<file path="config.mk">
export PLATFORM = sky130hd
export DESIGN_NAME = lsu_ctrl
export DESIGN_NICKNAME = d
export VERILOG_FILES = /design/src/rtl/lsu_pkg.sv /design/src/rtl/lsu_load_extend.sv /design/src/rtl/lsu_ctrl.sv
export SDC_FILE = /design/constraint.sdc
export NUM_CORES = 1
export LEC_CHECK = 0
export BUFFER_PORTS_ARGS = -buffer_cell sky130_fd_sc_hd__buf_2
export CAP_MARGIN = 20
export CORE_MARGIN = 5
export CORE_UTILIZATION = 55
export CTS_CLUSTER_DIAMETER = 40
export DETAILED_ROUTE_END_ITERATION = 7
export GPL_TIMING_DRIVEN = 0
export PLACE_DENSITY = 0.91
export SKIP_CTS_REPAIR_TIMING = 1
export SYNTH_ARGS = -nofsm -noshare
export SYNTH_HDL_FRONTEND = slang
export SYNTH_SLANG_ARGS = --single-unit
export TNS_END_PERCENT = 5
</file>
<file path="constraint.sdc">
create_clock -name clk -period 5.2 [get_ports clk]
set_input_delay 0.26 -clock clk [delete_from_list [all_inputs] [get_ports clk]]
set_output_delay 0.26 -clock clk [all_outputs]
set_load 0.005 [all_outputs]
</file>
<file path="src/rtl/lsu_pkg.sv">
// Shared definitions for the load/store control unit: size codes, FSM states, helpers.
// No logic of its own; imported by lsu_ctrl and lsu_load_extend.
// Helpers are pure combinational functions.
package lsu_pkg;

  localparam logic [1:0] SZ_WORD = 2'b00;
  localparam logic [1:0] SZ_HALF = 2'b01;
  localparam logic [1:0] SZ_BYTE = 2'b10;
  localparam logic [1:0] SZ_ILL  = 2'b11;

  typedef enum logic [1:0] {
    ST_IDLE  = 2'b00,
    ST_ONE   = 2'b01,
    ST_SPLIT = 2'b10,
    ST_DONE  = 2'b11
  } lsu_state_t;

  // Natural alignment check; only the two low address bits ever matter.
  function automatic logic is_aligned(input logic [1:0] size, input logic [1:0] addr_lo);
    logic ok;
    case (size)
      SZ_WORD: ok = (addr_lo == 2'b00);
      SZ_HALF: ok = (addr_lo[0] == 1'b0);
      default: ok = 1'b1;
    endcase
    return ok;
  endfunction

  // Pick byte lane idx out of a little-endian 32-bit word.
  function automatic logic [7:0] byte_lane(input logic [31:0] d, input logic [1:0] idx);
    return d[8*idx +: 8];
  endfunction

endpackage

</file>
<file path="src/rtl/lsu_load_extend.sv">
// Load result formatter: assembled little-endian data -> sign/zero-extended 32-bit result.
// Latency: purely combinational.
// Backpressure: none; output follows inputs.
module lsu_load_extend
  import lsu_pkg::*;
(
  input  logic [31:0] i_data,
  input  logic [1:0]  i_size,
  input  logic        i_signed,
  output logic [31:0] o_result
);

  // Extend from bit 15 (half) or bit 7 (byte); words pass through untouched.
  always_comb begin
    o_result = i_data;
    case (i_size)
      SZ_HALF: o_result = {{16{i_signed & i_data[15]}}, i_data[15:0]};
      SZ_BYTE: o_result = {{24{i_signed & i_data[7]}}, i_data[7:0]};
      default: o_result = i_data;
    endcase
  end

endmodule

</file>
<file path="src/rtl/lsu_ctrl.sv">
// Load/store control: one request at a time, aligned ops in one memory cycle, misaligned split to bytes.
// Latency: aligned 2 cycles, misaligned half 3, misaligned word 5, illegal size 1 (accept edge to response).
// Backpressure: req_ready is high only in IDLE; a request is held off until the previous response has gone.
module lsu_ctrl
  import lsu_pkg::*;
#(
  parameter int ADDR_W = 8
) (
  input  logic              clk,
  input  logic              rst,
  input  logic              req_valid,
  output logic              req_ready,
  input  logic              req_write,
  input  logic [1:0]        req_size,
  input  logic              req_signed,
  input  logic [ADDR_W-1:0] req_addr,
  input  logic [31:0]       req_wdata,
  output logic              resp_valid,
  output logic [31:0]       resp_rdata,
  output logic              resp_err,
  output logic              mem_read,
  output logic              mem_write,
  output logic [1:0]        mem_size,
  output logic              mem_signed,
  output logic [ADDR_W-1:0] mem_addr,
  output logic [31:0]       mem_wdata,
  input  logic [31:0]       mem_rdata
);

  lsu_state_t        r_state;
  logic              r_write;
  logic [1:0]        r_size;
  logic              r_signed;
  logic [ADDR_W-1:0] r_addr;
  logic [31:0]       r_wdata;
  logic [1:0]        r_cnt;
  logic [31:0]       r_data;

  logic              r_req_ready;
  logic              r_resp_valid;
  logic [31:0]       r_resp_rdata;
  logic              r_resp_err;
  logic              r_mem_read;
  logic              r_mem_write;
  logic [1:0]        r_mem_size;
  logic [ADDR_W-1:0] r_mem_addr;
  logic [31:0]       r_mem_wdata;

  logic [1:0]        w_next_cnt;
  logic              w_last;
  logic [31:0]       w_assembled;
  logic [31:0]       w_ext;

  assign w_next_cnt = r_cnt + 2'd1;
  assign w_last     = (r_size == SZ_WORD) ? (r_cnt == 2'd3) : (r_cnt == 2'd1);

  // Load data as it stands at the end of this cycle: whole word for ONE, current byte merged in for SPLIT.
  always_comb begin
    w_assembled = r_data;
    if (r_state == ST_ONE) begin
      w_assembled = mem_rdata;
    end else if (r_state == ST_SPLIT) begin
      w_assembled[8*r_cnt +: 8] = mem_rdata[7:0];
    end
  end

  lsu_load_extend u_ext (
    .i_data   (w_assembled),
    .i_size   (r_size),
    .i_signed (r_signed),
    .o_result (w_ext)
  );

  // Control FSM; every output is a register so memory controls are stable for the whole cycle.
  always_ff @(posedge clk or posedge rst) begin
    if (rst) begin
      r_state      <= ST_IDLE;
      r_write      <= 1'b0;
      r_size       <= SZ_WORD;
      r_signed     <= 1'b0;
      r_addr       <= '0;
      r_wdata      <= '0;
      r_cnt        <= 2'd0;
      r_data       <= '0;
      r_req_ready  <= 1'b1;
      r_resp_valid <= 1'b0;
      r_resp_rdata <= '0;
      r_resp_err   <= 1'b0;
      r_mem_read   <= 1'b0;
      r_mem_write  <= 1'b0;
      r_mem_size   <= 2'b00;
      r_mem_addr   <= '0;
      r_mem_wdata  <= '0;
    end else begin
      case (r_state)
        ST_IDLE: begin
          if (req_valid) begin
            r_write     <= req_write;
            r_size      <= req_size;
            r_signed    <= req_signed;
            r_addr      <= req_addr;
            r_wdata     <= req_wdata;
            r_cnt       <= 2'd0;
            r_data      <= '0;
            r_req_ready <= 1'b0;
            if (req_size == SZ_ILL) begin
              // No memory access at all; report the error straight away.
              r_state      <= ST_DONE;
              r_resp_valid <= 1'b1;
              r_resp_err   <= 1'b1;
              r_resp_rdata <= '0;
            end else if (is_aligned(req_size, req_addr[1:0])) begin
              r_state     <= ST_ONE;
              r_mem_read  <= ~req_write;
              r_mem_write <= req_write;
              r_mem_size  <= req_size;
              r_mem_addr  <= req_addr;
              r_mem_wdata <= req_wdata;
            end else begin
              // First byte of the split goes out in the cycle right after acceptance.
              r_state     <= ST_SPLIT;
              r_mem_read  <= ~req_write;
              r_mem_write <= req_write;
              r_mem_size  <= SZ_BYTE;
              r_mem_addr  <= req_addr;
              r_mem_wdata <= {24'b0, req_wdata[7:0]};
            end
          end
        end

        ST_ONE: begin
          r_state      <= ST_DONE;
          r_resp_valid <= 1'b1;
          r_resp_rdata <= r_write ? 32'b0 : w_ext;
          r_mem_read   <= 1'b0;
          r_mem_write  <= 1'b0;
          r_mem_size   <= 2'b00;
          r_mem_addr   <= '0;
          r_mem_wdata  <= '0;
        end

        ST_SPLIT: begin
          r_data <= w_assembled;
          if (w_last) begin
            r_state      <= ST_DONE;
            r_resp_valid <= 1'b1;
            r_resp_rdata <= r_write ? 32'b0 : w_ext;
            r_mem_read   <= 1'b0;
            r_mem_write  <= 1'b0;
            r_mem_size   <= 2'b00;
            r_mem_addr   <= '0;
            r_mem_wdata  <= '0;
          end else begin
            // Address wraps naturally at ADDR_W bits.
            r_cnt       <= w_next_cnt;
            r_mem_addr  <= r_addr + ADDR_W'(w_next_cnt);
            r_mem_wdata <= {24'b0, byte_lane(r_wdata, w_next_cnt)};
          end
        end

        ST_DONE: begin
          r_state      <= ST_IDLE;
          r_resp_valid <= 1'b0;
          r_resp_err   <= 1'b0;
          r_resp_rdata <= '0;
          r_req_ready  <= 1'b1;
        end

        default: begin
          r_state     <= ST_IDLE;
          r_req_ready <= 1'b1;
        end
      endcase
    end
  end

  assign req_ready  = r_req_ready;
  assign resp_valid = r_resp_valid;
  assign resp_rdata = r_resp_rdata;
  assign resp_err   = r_resp_err;
  assign mem_read   = r_mem_read;
  assign mem_write  = r_mem_write;
  assign mem_size   = r_mem_size;
  assign mem_signed = 1'b0;
  assign mem_addr   = r_mem_addr;
  assign mem_wdata  = r_mem_wdata;

endmodule

</file>
==> results.yml, run 1 <==
sta:
  number_of_failing_setup_endpoints_in_the_final_timing_report: 0
  pins_over_their_slew_limit: 0
  clock-skew-final_ns: 0.0107
  min_period_ns: 3.20
  fmax_mhz: 313
  min_period_over_period_pct: 61.5
  final_critical_path_setup_slack_ns: 2.00
  relSlewSlack_pct: 58.1
  hold_viol: 0
  max_slew.worst_pin.slew_ns: 0.629
  tns_ns: 0
  grt_setup_unrepaired: "false"
cells_and_area:
  drive_above_1_share_pct: 33.7
  fillers: 927
  area_growth_pct: 22.0
  finalNetCount: 947
  finalCoreUtilization_pct: 68.8
  diodes: 0
  post_layout_nonfiller_instances: 1040
detailed_routing:
  dr.first_iter.drc_count: 672
  route.vias.total: 6347
  drt-wirelength-per-cell_um: 20.1
  route.antenna.remaining_nets: 0
  drc_errors: 0
  vias_per_cell: 6.10
  drt_pre_antenna_iters: 5
  postRouteWirelength_um: 20900
yosys:
  seq_cells_post_synth: 159
  synth_top_cells_by_count: "158 x sky130_fd_sc_hd__dfrtp_1, 72 x sky130_fd_sc_hd__a22o_1, 65 x sky130_fd_sc_hd__nand2_1"
  netlist.top_cell.by_area: "sky130_fd_sc_hd__dfrtp_1"
  ys_seq_area_share_pct: 53.1
  async_reset_ff_share_pct: 100
  yosysUniqueCellTypes: 53
  synth_nets: 769
  synth_top_cell_area_share_pct: 52.7
  synthMostInstantiatedCell: "sky130_fd_sc_hd__dfrtp_1"
  synthFlopType: "sky130_fd_sc_hd__dfrtp_1"
  cell_types_with_the_largest_area_share_after_synthesis: "sky130_fd_sc_hd__dfrtp_1 53%, sky130_fd_sc_hd__a22o_1 8.4%, sky130_fd_sc_hd__mux2_2 6.3%"
  synth_edf_count: 0
  syn-mean-instance-area_um2: 11.1
  syn-cell-area_mm2: 0.00750
  yosysWarningCount: 0
  synthesis.instances: 674
worst_setup_path:
  timing.critical_path.from_type: "flop"
  critical_path.max_fanout: 10
  critical_path_class: "flop to flop"
  endpoint_kind: "flop"
  cp.required_ns: 5.50
  worst-endpoint-arrival_ns: 3.50
pwr:
  clock_network_fraction_of_design_power_pct: 20.1
  vdd_drop_max_v: 0.000362
  power.switching_mw: 2.62
  combPwrFrac_pct: 47.8
  power.density_mw_per_mm2: 695
  finalPower_mw: 6.36
  power.switching_fraction_pct: 41.2
  internal-power_mw: 3.73
  power_share_of_the_sequential_group_pct: 32.1
  p_leak_nw: 4.42
global_route:
  gr-total-overflow: 0
  initial_antenna_violation_count: 0
  grt_pass1_vias: 6399
  grt_max_degree: 101
  grt_usage_pct: 25.9
  global_route_wire_length_before_repair_um: 32900
job:
  max_cap_viol_count: 0
clocking:
  clk_root_buffer_cell: "sky130_fd_sc_hd__clkbuf_16"
  insertion_delay_ns: 0.43
  clock_sinks: 159
  htree_levels: 4
  tritoncts_clock_tree: "done"
  clkTransAtPathRegs_ns: 0.07
  clock_path_buffers: 2
  cts_buffers: 17
floorplanning:
  number_of_primary_i_o_pins: 159
  dieWidth_um: 127
  floorplan.die.height_um: 127
  initial_core_util_pct: 56.4
  rows: 42
  design.core.area_mm2: 0.0133
  overall_die_area_mm2: 0.0161
run_status:
  outcome: "finished, final reports clean"
worst_hold_path:
  timing.hold.worst.class: "input pin to flop"
placed_design:
  placed_cells: 1008
  detailedPlacementHpwl_um: 14400
  placement.setup.worst_slack_ns: 2.06
  globalplace.congestion: 0.906
  numPortBuffers: 157
worst max-delay path: stages, from the launching register on:
cell                      delay, ns
sky130_fd_sc_hd__dfrtp_1       0.52
sky130_fd_sc_hd__inv_2         0.15
sky130_fd_sc_hd__ha_1          0.38
sky130_fd_sc_hd__buf_2         0.36
sky130_fd_sc_hd__buf_2         0.31
sky130_fd_sc_hd__inv_2         0.16
sky130_fd_sc_hd__fa_1          0.47
sky130_fd_sc_hd__nor2b_1       0.17
sky130_fd_sc_hd__nand4_1       0.13
sky130_fd_sc_hd__xnor2_1       0.16
sky130_fd_sc_hd__a22oi_1       0.18
sky130_fd_sc_hd__o21ai_1       0.08
flip-flops by register name, indices dropped and copies added (netlist names):
register	count
r_write	1
resp_valid	1
mem_size	2
r_size	2
mem_addr	8
mem_write	1
r_state	2
r_addr	8
mem_wdata	32
r_signed	1
r_wdata	32
r_data	32
req_ready	1
r_cnt	2
mem_read	1
resp_err	1
resp_rdata	32
power groups by stage:
stage / Combinational, mW / Clock (mW) / Sequential [mW]
finish: 3.04 / 1.28 / 2.04
global route: 3.28 / 1.33 / 2.09
CTS: 2.99 / 1.29 / 2.03
detailed placement: 2.94 / 0 / 2.03
global placement: 2.84 / 0 / 2.01
floorplan: 2.10 / 0 / 1.98
worst paths after layout:
path                                             from                    endpoint  slack, ns  cells past startpoint
setup / recovery                 r_cnt[0]$_DFFE_PP0P_     mem_addr[6]$_DFFE_PP0P_       2.00                     11
hold / removal                              req_write        mem_read$_DFFE_PP0P_       0.05                      2
min in group asynchronous                         rst   mem_wdata[17]$_DFFE_PP0P_       0.46                      3
max in group asynchronous                         rst       req_ready$_DFFE_PP1P_       3.86                      4
hold reg to reg            resp_rdata[21]$_DFFE_PP0P_  resp_rdata[21]$_DFFE_PP0P_       0.47                      2
setup reg to reg                 r_cnt[0]$_DFFE_PP0P_     mem_addr[6]$_DFFE_PP0P_       2.00                     11
kinds of logic after synthesis:
family | synth area share, %
XOR/XNOR | 0.817
adder cells (fa/ha/maj) | 2.77
other | 0.0500
flip-flops | 53.1
multiplexers | 8.71
buffers and inverters | 4.00
AND/OR/NAND/NOR | 10.5
AO/OA/AOI/OAI | 20.1
cells in the final DEF (no fill, tap or decap), types with 17 or more instances in the layout:
| cell | netlist | final |
|---|---|---|
| sky130_fd_sc_hd__buf_2 | 24 | 181 |
| sky130_fd_sc_hd__dfrtp_1 | 158 | 158 |
| sky130_fd_sc_hd__a22o_1 | 72 | 72 |
| sky130_fd_sc_hd__nand2_1 | 65 | 65 |
| sky130_fd_sc_hd__a21oi_1 | 59 | 59 |
| sky130_fd_sc_hd__mux2_2 | 42 | 42 |
| sky130_fd_sc_hd__o21ai_1 | 33 | 33 |
| sky130_fd_sc_hd__nor2b_1 | 26 | 26 |
| sky130_fd_sc_hd__nor2_1 | 19 | 19 |
| sky130_fd_sc_hd__clkbuf_1 | 18 | 18 |
| sky130_fd_sc_hd__nand4_1 | 17 | 17 |
| sky130_fd_sc_hd__clkbuf_16 | 0 | 17 |
per-layer routing:
| metal | track usage (%) | up-vias | wire (um) |
|---|---|---|---|
| met2 | 42.2 | 394 | 10200 |
| met5 | 0 | - | 0 |
| li1 | - | 2794 | - |
| met3 | 7.57 | 66 | 2170 |
| met4 | 11.0 | 0 | 594 |
| met1 | 32.3 | 3093 | 7980 |
layout make-up:
class | instances | area [um2] | area share (%)
Clock inverter | 12 | 149 | 1.63
Tap cell | 176 | 220 | 2.41
Inverter | 16 | 65.1 | 0.711
Multi-Input combinational cell | 447 | 3220 | 35.2
Sequential cell | 159 | 3980 | 43.5
Clock buffer | 19 | 453 | 4.95
Timing Repair Buffer | 159 | 823 | 9.00
Buffer | 52 | 240 | 2.63
through the flow:
stage                     hold slack (ns)  instance area (um2)
after floorplan                     0.358                 7500
after global placement              0.455                 8510
after detailed placement            0.358                 8540
after CTS                         -0.0965                 9140
after global routing               0.0527                 9150
final                              0.0513                 9150
Power figures use the tool's default switching activity.
==> run 2, diff against run 1 <==
ABC_AREA = 1   (was not set)
CORE_UTILIZATION = 56   (was 55)
PLACE_DENSITY = 0.92   (was 0.91)
clock period = 3.1 ns   (was 5.2 ns; I/O delays follow)
==> results.yml, run 2 <==
global_route:
  initial_antenna_violation_count: 1
  grt_usage_pct: 28.0
  global_route_wire_length_before_repair_um: 37200
  grt_pass1_vias: 7686
  grt_max_degree: 39
  gr-total-overflow: 0
yosys:
  synthMostInstantiatedCell: "sky130_fd_sc_hd__nand2_1"
  seq_cells_post_synth: 159
  cell_types_with_the_largest_area_share_after_synthesis: "sky130_fd_sc_hd__dfrtp_1 49%, sky130_fd_sc_hd__nand2_1 14%, sky130_fd_sc_hd__o21ai_0 6.7%"
  synth_edf_count: 0
  async_reset_ff_share_pct: 100
  netlist.top_cell.by_area: "sky130_fd_sc_hd__dfrtp_1"
  yosysWarningCount: 0
  synthFlopType: "sky130_fd_sc_hd__dfrtp_1"
  yosysUniqueCellTypes: 38
  synth_top_cell_area_share_pct: 49.2
  ys_seq_area_share_pct: 49.5
  synth_top_cells_by_count: "299 x sky130_fd_sc_hd__nand2_1, 158 x sky130_fd_sc_hd__dfrtp_1, 107 x sky130_fd_sc_hd__o21ai_0"
  syn-mean-instance-area_um2: 8.12
  synthesis.instances: 990
  synth_nets: 1085
  syn-cell-area_mm2: 0.00804
worst_hold_path:
  hold_path_depth: 3
  timing.hold.worst.class: "input pin to flop"
detailed_routing:
  route.vias.total: 7889
  vias_per_cell: 5.68
  drt_pre_antenna_iters: 8
  dr.first_iter.drc_count: 985
  postRouteWirelength_um: 23900
  drc_errors: 0
  route.antenna.remaining_nets: 0
  drt-wirelength-per-cell_um: 17.2
placed_design:
  detailedPlacementHpwl_um: 16600
  placed_cells: 1331
  globalplace.congestion: 0.944
  placed_cell_area_mm2: 0.00913
  numPortBuffers: 157
sta:
  hold_viol: 3
  max_slew.worst_pin.slew_ns: 0.839
  pins_over_their_slew_limit: 0
  holdWs_ns: -0.0166
  fmax_mhz: 343
  number_of_failing_setup_endpoints_in_the_final_timing_report: 0
  min_period_over_period_pct: 93.9
  relSlewSlack_pct: 44.0
  clock-skew-final_ns: 0.0103
  min_period_ns: 2.91
  grt_setup_unrepaired: "false"
cells_and_area:
  finalNetCount: 1291
  finished_layout_cell_area_mm2: 0.00999
  post_layout_nonfiller_instances: 1390
  drive_above_1_share_pct: 23.6
  layout.cells.most_common: "sky130_fd_sc_hd__nand2_1"
  fillers: 982
  layout.cells.most_common_list: "299 x sky130_fd_sc_hd__nand2_1, 170 x sky130_fd_sc_hd__buf_2, 158 x sky130_fd_sc_hd__dfrtp_1"
  area_growth_pct: 24.2
worst_setup_path:
  reg2reg_depth: 12
  endpoint_kind: "flop"
  cp.required_ns: 3.46
  timing.critical_path.from_type: "flop"
  worst-endpoint-arrival_ns: 3.27
  critical_path_class: "flop to flop"
  r2r_slack_ns: 0.19
  critical_path.max_fanout: 16
clocking:
  tritoncts_clock_tree: "done"
  cts_buffers: 17
  clkTransAtPathRegs_ns: 0.07
  insertion_delay_ns: 0.44
  clock_sinks: 159
  clock_path_buffers: 2
  clk_root_buffer_cell: "sky130_fd_sc_hd__clkbuf_16"
  htree_levels: 4
pwr:
  finalPower_mw: 11.3
  power.density_mw_per_mm2: 1130
  p_leak_nw: 5.24
  vdd_drop_max_v: 0.000736
floorplanning:
  initial_core_util_pct: 57.5
  dieWidth_um: 130
  design.core.area_mm2: 0.0140
  floorplan.die.height_um: 130
  overall_die_area_mm2: 0.0169
  rows: 43
  number_of_primary_i_o_pins: 159
job:
  max_cap_viol_count: 0
run_status:
  violations: "hold timing"
  outcome: "finished, violations left"
run 2: cell types whose count changed in the layout (fill, tap and decap cells not counted), sizes merged, moves of 27 or more:
cell	change
or2	+27
a22o	-71
inv	+69
nand2	+245
o21ai	+77
mux2	-42
nor2	+46
run 2: report_power, final:
| part | leakage, nW | switching, mW | total [mW] | internal [mW] |
|---|---|---|---|---|
| Clock | 0.281 | 0.914 | 2.06 | 1.14 |
| Sequential | 2.05 | 0.472 | 3.37 | 2.90 |
| Combinational | 2.91 | 3.82 | 5.90 | 2.08 |
| Total | 5.24 | 5.20 | 11.3 | 6.12 |
run 2: area by class of cell:
type	instances	area, um2	share of cell area, %
clock inverters	13	125	1.25
clock buffers	19	443	4.44
repair buffers	188	1140	11.4
diodes	1	2.50	0.0251
inverters	86	332	3.32
well taps	180	225	2.26
flip-flops and latches	159	3980	39.9
multi-input cells	698	3500	35.1
plain buffers	46	238	2.38
run 2: metal layers:
layer	global-route usage (%)	vias to the layer above	routed length [um]
met3	8.64	100	2420
li1	-	3604	-
met1	34.6	3681	9010
met4	12.7	0	1010
met2	45.5	504	11400
met5	0	-	0
run 2: critical path: stages, from the launching register on:
cell	delay, ns
sky130_fd_sc_hd__dfrtp_1	0.37
sky130_fd_sc_hd__buf_2	0.22
sky130_fd_sc_hd__inv_2	0.18
sky130_fd_sc_hd__ha_4	0.34
sky130_fd_sc_hd__buf_4	0.19
sky130_fd_sc_hd__inv_1	0.12
sky130_fd_sc_hd__buf_2	0.22
sky130_fd_sc_hd__fa_1	0.50
sky130_fd_sc_hd__nor2_2	0.20
sky130_fd_sc_hd__nand3_1	0.13
sky130_fd_sc_hd__xor2_1	0.14
sky130_fd_sc_hd__nand2_1	0.07
sky130_fd_sc_hd__a21boi_0	0.16
run 2: cell families (layout without fill, tap and decap cells):
group / after synthesis / in the layout / share of synthesized area, %
AOI/OAI and AO/OA: 227 / 227 / 16.0
and+or+nand+nor: 451 / 451 / 24.4
xor gates and xnor gates: 3 / 3 / 0.327
adders and majority gates: 16 / 16 / 2.58
buffers and inverters: 133 / 352 / 7.08
DFF: 159 / 159 / 49.5
other: 1 / 2 / 0.0466
run 2: path summary, 6_finish.rpt:
check,end,startpoint
setup reg to reg,mem_addr[6]$_DFFE_PP0P_,r_cnt[0]$_DFFE_PP0P_
hold reg to reg,resp_rdata[10]$_DFFE_PP0P_,resp_rdata[10]$_DFFE_PP0P_
min in group asynchronous,resp_rdata[5]$_DFFE_PP0P_,rst
setup / recovery,mem_addr[6]$_DFFE_PP0P_,r_cnt[0]$_DFFE_PP0P_
max in group asynchronous,r_wdata[8]$_DFFE_PP0P_,rst
hold / removal,r_wdata[5]$_DFFE_PP0P_,req_wdata[5]
run 2: through the flow:
stage                     hold WS, ns  util, %  TNS [ns]  worst slack, ns
after global routing          0.00111     71.4         0           0.0504
after floorplan                 0.265        -         0            0.499
after global placement          0.367     64.7     -2.32          -0.0713
after CTS                      -0.104     69.4    -0.373           -0.209
final                         -0.0166     71.4         0            0.188
after detailed placement        0.357     65.3    -0.206           -0.148
==> run 3, diff against run 2 <==
ABC_AREA = 0   (was 1)
CORE_UTILIZATION = 55   (was 56)
PLACE_DENSITY = 0.8   (was 0.92)
==> results.yml, run 3 (synthesized netlist as in run 1, its figures left out) <==
global_route:
  gr-total-overflow: 0
  grt_usage_pct: 26.4
  grt_pass1_vias: 6574
  grt_max_degree: 43
  global_route_wire_length_before_repair_um: 33800
  initial_antenna_violation_count: 0
run_status:
  outcome: "finished, final reports clean"
floorplanning:
  floorplan.die.height_um: 127
  design.core.area_mm2: 0.0133
  number_of_primary_i_o_pins: 159
  dieWidth_um: 127
  initial_core_util_pct: 56.4
  overall_die_area_mm2: 0.0161
  rows: 42
cells_and_area:
  drive_above_1_share_pct: 32.4
  fillers: 931
  post_layout_nonfiller_instances: 1079
  area_growth_pct: 27.4
  finalNetCount: 985
  layout.cells.most_common_list: "179 x sky130_fd_sc_hd__buf_2, 157 x sky130_fd_sc_hd__dfrtp_1, 72 x sky130_fd_sc_hd__a22o_1"
  finished_layout_cell_area_mm2: 0.00956
  layout.cells.most_common: "sky130_fd_sc_hd__buf_2"
  diodes: 0
detailed_routing:
  postRouteWirelength_um: 21600
  route.antenna.remaining_nets: 0
  dr.first_iter.drc_count: 717
  vias_per_cell: 6.02
  drc_errors: 0
  drt-wirelength-per-cell_um: 20.0
  drt_pre_antenna_iters: 7
  route.vias.total: 6497
pwr:
  internal-power_mw: 6.31
  p_leak_nw: 4.58
  power_share_of_the_sequential_group_pct: 32.4
  combPwrFrac_pct: 47.7
  vdd_drop_max_v: 0.000640
  finalPower_mw: 10.7
  power.switching_mw: 4.36
  clock_network_fraction_of_design_power_pct: 19.9
  power.density_mw_per_mm2: 1120
  power.switching_fraction_pct: 40.8
sta:
  clock-skew-final_ns: 0.0116
  min_period_over_period_pct: 90.2
  final_critical_path_setup_slack_ns: 0.304
  min_period_ns: 2.80
  number_of_failing_setup_endpoints_in_the_final_timing_report: 0
  relSlewSlack_pct: 57.4
  hold_viol: 0
  grt_setup_unrepaired: "false"
  tns_ns: 0
  max_slew.worst_pin.slew_ns: 0.638
  fmax_mhz: 358
  pins_over_their_slew_limit: 0
clocking:
  clk_root_buffer_cell: "sky130_fd_sc_hd__clkbuf_16"
  insertion_delay_ns: 0.43
  clkTransAtPathRegs_ns: 0.07
  clock_path_buffers: 2
  htree_levels: 4
  clock_sinks: 159
  cts_buffers: 17
  tritoncts_clock_tree: "done"
placed_design:
  detailedPlacementHpwl_um: 15200
  placed_cell_area_mm2: 0.00859
  globalplace.congestion: 0.882
  placement.setup.worst_slack_ns: 0.00128
  numPortBuffers: 157
  placed_cells: 1011
worst_setup_path:
  critical_path.max_fanout: 19
  worst-endpoint-arrival_ns: 3.08
  critical_path.max_stage_delay_ns: 0.46
  slowest_stage: "sky130_fd_sc_hd__dfrtp_2"
  critical_path_class: "flop to flop"
  endpoint_kind: "flop"
  timing.critical_path.mode_cell: "sky130_fd_sc_hd__inv_2"
  cp.required_ns: 3.38
  timing.critical_path.from_type: "flop"
  series_of_cell_instances_along_the_critical_path: "inv_2 > ha_1 > clkbuf_4 > inv_2 > fa_1 > nor2b_1 > nand4_1 > xnor2_1 > a22oi_1 > o21ai_1"
worst_hold_path:
  timing.hold.worst.class: "input pin to flop"
job:
  max_cap_viol_count: 0
-- run 3: power groups by stage --
stage / Combinational [mW] / Clock, mW / Sequential (mW)
6_report: 5.08 / 2.12 / 3.46
5_1_grt: 5.58 / 2.24 / 3.54
4_1_cts: 4.99 / 2.14 / 3.43
3_5_place_dp: 4.93 / 0 / 3.45
3_3_place_gp: 4.74 / 0 / 3.40
2_1_floorplan: 3.52 / 0 / 3.33
-- run 3: critical path, delay by kind of cell (launching register included) --
kind                       cells  cell delay (ns)
AOI/OAI and AO/OA              2             0.29
and+or+nand+nor                2             0.29
DFF                            1             0.46
buffers and inverters          3             0.64
adders and majority gates      2             0.80
xor gates and xnor gates       1             0.16
-- run 3: per-layer routing --
layer  up-vias  global-route usage [%]  share of wire, %
met5         -                       0                 0
met4         0                    8.71               2.9
met3        54                    6.94               8.4
met2       349                    41.8                48
met1      3224                    35.7                40
li1       2870                       -                 -
-- run 3: through the flow --
stage	hold slack [ns]	util, %
2_1_floorplan	0.253	-
5_1_grt	0.00427	71.9
3_3_place_gp	0.383	64.0
4_1_cts	-0.182	69.1
6_report	0.00712	71.9
3_5_place_dp	0.268	64.6
-- run 3: area by class of cell --
type | count | area, um2 | share of cell area [%]
clock inverter | 10 | 125 | 1.31
clock buffer | 22 | 474 | 4.96
multi-input combinational | 447 | 3220 | 33.7
tap | 176 | 220 | 2.30
timing repair buffer | 198 | 1240 | 12.9
sequential | 159 | 3980 | 41.6
inverter | 16 | 63.8 | 0.668
buffer | 51 | 238 | 2.49
-- run 3: final timing paths --
check	from	end	slack (ns)	cells past startpoint
worst max-delay path	r_cnt[0]$_DFFE_PP0P_	mem_addr[6]$_DFFE_PP0P_	0.30	10
worst min-delay path	req_wdata[2]	r_wdata[2]$_DFFE_PP0P_	0.007	2
worst max register to register	r_cnt[0]$_DFFE_PP0P_	mem_addr[6]$_DFFE_PP0P_	0.30	10
worst min register to register	resp_rdata[18]$_DFFE_PP0P_	resp_rdata[18]$_DFFE_PP0P_	0.48	2
max in group asynchronous	rst	mem_addr[5]$_DFFE_PP0P_	1.91	5
min in group asynchronous	rst	resp_rdata[27]$_DFFE_PP0P_	0.37	3
